File: src/rtl/apb_req_bridge.sv
// apb_req_bridge: turns one req/gnt data-channel request into a single APB3 master transfer.
// One access outstanding at a time; partial-byte writes and stalled slaves are reported back as errors.
module apb_req_bridge #(
  parameter int unsigned APB_ADDR_WIDTH = 32,
  parameter int unsigned APB_DATA_WIDTH = 32,
  parameter int unsigned TIMEOUT_CYCLES = 255
) (
  input  logic                        clk_i,
  input  logic                        rst_i,
  input  logic                        data_req_i,
  output logic                        data_gnt_o,
  input  logic                        data_we_i,
  input  logic [APB_DATA_WIDTH/8-1:0] data_be_i,
  input  logic [APB_ADDR_WIDTH-1:0]   data_addr_i,
  input  logic [APB_DATA_WIDTH-1:0]   data_wdata_i,
  output logic                        data_rvalid_o,
  output logic [APB_DATA_WIDTH-1:0]   data_rdata_o,
  output logic                        data_err_o,
  output logic [APB_ADDR_WIDTH-1:0]   paddr_o,
  output logic [APB_DATA_WIDTH-1:0]   pwdata_o,
  output logic                        pwrite_o,
  output logic                        psel_o,
  output logic                        penable_o,
  input  logic [APB_DATA_WIDTH-1:0]   prdata_i,
  input  logic                        pready_i,
  input  logic                        pslverr_i
);

  localparam int unsigned BE_W  = APB_DATA_WIDTH / 8;
  localparam int unsigned CNT_W = $clog2(TIMEOUT_CYCLES + 1);

  typedef enum logic [1:0] {
    IDLE,
    SETUP,
    ACCESS,
    RESP
  } state_t;

  state_t                    state, state_nxt;
  logic [CNT_W-1:0]          cnt, cnt_nxt;
  logic [APB_ADDR_WIDTH-1:0] paddr_nxt;
  logic [APB_DATA_WIDTH-1:0] pwdata_nxt;
  logic                      pwrite_nxt;
  logic                      psel_nxt;
  logic                      penable_nxt;
  logic                      rvalid_nxt;
  logic [APB_DATA_WIDTH-1:0] rdata_nxt;
  logic                      err_nxt;

  // Grant is the only combinational output; held low while reset is asserted.
  assign data_gnt_o = data_req_i & (state == IDLE) & ~rst_i;

  // Next-state and next-output logic; every output register is loaded from here.
  always_comb begin
    state_nxt   = state;
    cnt_nxt     = cnt;
    paddr_nxt   = paddr_o;
    pwdata_nxt  = pwdata_o;
    pwrite_nxt  = pwrite_o;
    psel_nxt    = 1'b0;
    penable_nxt = 1'b0;
    rvalid_nxt  = 1'b0;
    rdata_nxt   = '0;
    err_nxt     = 1'b0;

    case (state)
      IDLE: begin
        if (data_gnt_o) begin
          // Word-align silently by clearing the byte offset.
          paddr_nxt  = data_addr_i & ~APB_ADDR_WIDTH'(3);
          pwdata_nxt = data_wdata_i;
          pwrite_nxt = data_we_i;
          cnt_nxt    = '0;
          if (data_we_i && (data_be_i != {BE_W{1'b1}})) begin
            // APB3 has no strobes: partial writes are refused without a bus access.
            state_nxt  = RESP;
            rvalid_nxt = 1'b1;
            err_nxt    = 1'b1;
          end else begin
            state_nxt = SETUP;
            psel_nxt  = 1'b1;
          end
        end
      end

      SETUP: begin
        state_nxt   = ACCESS;
        psel_nxt    = 1'b1;
        penable_nxt = 1'b1;
      end

      ACCESS: begin
        if (pready_i) begin
          // Completion takes priority over a timeout expiring in the same cycle.
          state_nxt  = RESP;
          rvalid_nxt = 1'b1;
          rdata_nxt  = pwrite_o ? '0 : prdata_i;
          err_nxt    = pslverr_i;
        end else if (cnt == CNT_W'(TIMEOUT_CYCLES - 1)) begin
          state_nxt  = RESP;
          rvalid_nxt = 1'b1;
          err_nxt    = 1'b1;
          cnt_nxt    = CNT_W'(TIMEOUT_CYCLES);
        end else begin
          psel_nxt    = 1'b1;
          penable_nxt = 1'b1;
          cnt_nxt     = cnt + CNT_W'(1);
        end
      end

      RESP: begin
        state_nxt = IDLE;
        cnt_nxt   = '0;
      end

      default: begin
        state_nxt = IDLE;
        cnt_nxt   = '0;
      end
    endcase
  end

  // State, timeout counter and registered outputs; reset aborts any transfer immediately.
  always_ff @(posedge clk_i or posedge rst_i) begin
    if (rst_i) begin
      state         <= IDLE;
      cnt           <= '0;
      paddr_o       <= '0;
      pwdata_o      <= '0;
      pwrite_o      <= 1'b0;
      psel_o        <= 1'b0;
      penable_o     <= 1'b0;
      data_rvalid_o <= 1'b0;
      data_rdata_o  <= '0;
      data_err_o    <= 1'b0;
    end else begin
      state         <= state_nxt;
      cnt           <= cnt_nxt;
      paddr_o       <= paddr_nxt;
      pwdata_o      <= pwdata_nxt;
      pwrite_o      <= pwrite_nxt;
      psel_o        <= psel_nxt;
      penable_o     <= penable_nxt;
      data_rvalid_o <= rvalid_nxt;
      data_rdata_o  <= rdata_nxt;
      data_err_o    <= err_nxt;
    end
  end

endmodule

File: config.mk
export PLATFORM = sky130hd
export DESIGN_NAME = apb_req_bridge
export DESIGN_NICKNAME = d
export VERILOG_FILES = /design/src/rtl/apb_req_bridge.sv
export SDC_FILE = /design/constraint.sdc
export NUM_CORES = 1
export LEC_CHECK = 0
export BUFFER_PORTS_ARGS = -buffer_cell sky130_fd_sc_hd__buf_4
export CAP_MARGIN = 10
export CELL_PAD_IN_SITES_DETAIL_PLACEMENT = 0
export CELL_PAD_IN_SITES_GLOBAL_PLACEMENT = 1
export CORE_MARGIN = 2
export CORE_UTILIZATION = 33
export DETAILED_ROUTE_END_ITERATION = 7
export GPL_ROUTABILITY_DRIVEN = 0
export PLACE_DENSITY_LB_ADDON = 0.1
export SETUP_SLACK_MARGIN = 0.02
export SLEW_MARGIN = 20
export SYNTH_ARGS = -nofsm -noshare
export SYNTH_HDL_FRONTEND = slang
export SYNTH_SLANG_ARGS = --single-unit
File: constraint.sdc
create_clock -name clk_i -period 5.6 [get_ports clk_i]
set_input_delay 0.84 -clock clk_i [delete_from_list [all_inputs] [get_ports clk_i]]
set_output_delay 0.84 -clock clk_i [all_outputs]
set_load 0.05 [all_outputs]
==> results by group <==
Status
  • Status: complete, no violations

Power
  • PD cells: 597 mW/mm2
  • Power, Total: 3.71 mW
  • Leakage: 3.42 nW
  • Worst vdd ir: 0.163 mV

Die
  • Initial core utilization: 33.8%
  • # rows: 41
  • Die area: 0.0138 mm2
  • Die H: 117 um
  • Core area: 0.0126 mm2
  • I/O Pins: 208
  • Die W: 117 um

Logic synthesis
  • Area share of the largest cell type after synthesis: 64.2%
  • Leading cell type by number of instances after synthesis: nand2_1
  • Synth cell types: 33
  • Most frequent cells after synthesis: 197 x nand2_1, 109 x dfrtp_1, 33 x and2_1, 10 x a21oi_1, 10 x clkbuf_1
  • Post-synth EDFFs: 0
  • Main synth FF type: dfrtp_1
  • Avg Cell Area, Syn: 10.0 um2
  • Synth Warn #: 0
  • Largest cells by area after synthesis: dfrtp_1 64%, nand2_1 17%, and2_1 4.9%
  • Syn Inst Count: 424
  • Sequential area share after synthesis: 64.2%
  • Cell area after synthesis: 0.00425 mm2
  • Register bit total from synthesis: 109
  • Asr flop ratio synth: 100%
  • Cell taking the most area after synthesis: dfrtp_1

Clock tree
  • CTS tree: built
  • CTS Sinks: 109
  • Clk buf depth: 2
  • H-tree depth: 3
  • Post-CTS sizing: 0
  • Clock latency on the worst-skew pair: 350 ps
  • Clock root cell: clkbuf_16
  • Hold buffers post-CTS: 0
  • Post-CTS Repair Setup Buffers: 0
  • Clk pin slew, worst setup/hold paths: 60 ps
  • Num CTS Buffers: 9

Worst hold path
  • Min-Delay Path Class: reg -> reg

Timing
  • Least-Margin Pin Slew: 773 ps
  • Final cycle utilization of the critical path: 48.3%
  • Final setup fails: 0
  • Setup tns final: 0 ps
  • Fmax: 370 MHz
  • Hold Vio Cnt, Final: 0
  • Slew HR: 48.5%
  • Minimum clock period: 2710 ps
  • Max-slew violations: 0
  • RSZ-0062 raised after global routing: no
  • Clock Skew: 5.18 ps

Setup path
  • CP max stage delay: 450 ps
  • Worst-path fanout max: 49
  • Req. time, crit path: 4760 ps
  • Critical Path, Cell by Cell: buf_4 > inv_4 > nand3_2 > inv_2 > buf_4
  • Most frequent CP cell: buf_4
  • CP endpoint kind: output pin
  • Critical path arrival: 1870 ps
  • CP Class: in -> out
  • Critical path launch point type: input pin
  • Slowest cell on crit path: inv_4

Placement
  • Dpl hpwl: 7.77 mm
  • PortBufs: 203

Global routing
  • Vias in the first global route: 3450
  • Largest net degree at the start of global routing: 66
  • First-pass GRT wire length: 17.9 mm
  • GRT Resource Usage Total: 16.5%
  • Grt ovf: 0
  • Initial antenna violation count: 0

Drt
  • Wirelength, routed: 11.1 mm
  • Pre-antenna DRT Iters: 4
  • Detail-routed net length per standard cell: 13.9 um
  • Vias: 3514
  • Post-DR vias/cell: 4.40
  • DR DRC count: 0
  • DRT iter0 DRCs: 244
  • Antenna viol nets, final: 0

Run
  • Max Cap Viol: 0

Layout
  • ANT cells: 0
  • Area growth syn-to-layout: 46.2%
  • Share of cells above drive strength 1: 36.5%
  • Nets: 735
## report_power, final
| group | leakage [nW] | total (mW) | switching (mW) | internal [mW] |
|---|---|---|---|---|
| Combinational | 1.85 | 1.87 | 1.33 | 0.537 |
| Sequential | 1.41 | 1.19 | 0.141 | 1.05 |
| Clock | 0.149 | 0.649 | 0.290 | 0.359 |
| Total | 3.42 | 3.71 | 1.76 | 1.95 |
## registers in the layout, indices dropped and copies added, names as in the netlist
| signal | flops |
|---|---|
| psel_o | 1 |
| paddr_o | 30 |
| cnt | 8 |
| pwdata_o | 32 |
| penable_o | 1 |
| data_rdata_o | 32 |
| data_rvalid_o | 1 |
| state | 2 |
| pwrite_o | 1 |
| data_err_o | 1 |
## cell families (layout without fill, tap and decap cells)
| family | Yosys count | in the layout | share of synthesized area [%] |
|---|---|---|---|
| buf+inv | 29 | 231 | 3.45 |
| compound gates | 30 | 30 | 4.89 |
| simple gates | 246 | 246 | 24.8 |
| fa+ha+maj | 7 | 7 | 2.06 |
| flops | 109 | 109 | 64.3 |
| mux | 2 | 2 | 0.472 |
| other cells | 1 | 2 | 0.0883 |
## through the flow
step / hold slack (ps) / utilization (%) / area [um2] / std cells / worst slack, ps
after floorplan: 488 / - / 4250 / 425 / 690
after global placement: 459 / 47.0 / 5900 / 783 / 2840
after detailed placement: 463 / 47.0 / 5900 / 783 / 2830
after CTS: 480 / 49.4 / 6200 / 799 / 2820
after global routing: 497 / 49.4 / 6200 / 799 / 2740
final: 474 / 49.4 / 6200 / 799 / 2890
## per-layer routing
metal	global-route usage [%]	vias up	share of wire (%)
met5	0	-	0
met4	6.10	0	1.5
met3	5.93	12	8.7
met2	25.8	136	47
met1	20.9	1650	42
li1	-	1716	-
## placed cells by master (no fill, tap or decap), drive strengths merged, types with 2 or more instances in the layout
cell | synthesis | final
a21oi | 10 | 10
clkinv | 0 | 3
ha | 7 | 7
nand2 | 197 | 197
and3 | 2 | 2
conb | 1 | 2
dfrtp | 109 | 109
o21ai | 9 | 9
nand4 | 5 | 5
nor2b | 2 | 2
and2 | 33 | 33
buf | 11 | 207
mux2i | 2 | 2
clkbuf | 10 | 10
inv | 8 | 9
nand3 | 2 | 2
nor2 | 2 | 2
a41oi | 3 | 3
## area by class of cell
type / instances / area, um2
Clock buffer: 10 / 239
Clock inverter: 6 / 61.3
Fill cell: 1240 / 6360
Inverter: 8 / 32.5
Multi-Input combinational cell: 287 / 1380
Sequential cell: 109 / 2730
Tap cell: 172 / 215
Timing Repair Buffer: 207 / 1550
## worst max-delay path: cells and delay by family
kind	cells	cell delay, ps
buffers and inverters	4	850
AND/OR/NAND/NOR	1	170
## final timing paths
| check | depth (start not counted) | start | slack (ps) | endpoint |
|---|---|---|---|---|
| worst min-delay path | 2 | paddr_o[4] | 470 | paddr_o[4] |
| worst min register to register | 2 | paddr_o[4] | 470 | paddr_o[4] |
| worst max register to register | 7 | state[1] | 3490 | data_err_o |
| max in group asynchronous | 3 | rst_i | 3790 | cnt[7] |
| worst max-delay path | 5 | rst_i | 2890 | data_gnt_o |
| min in group asynchronous | 2 | rst_i | 580 | data_err_o |
Note: power is estimated with default switching activity, not from simulation.
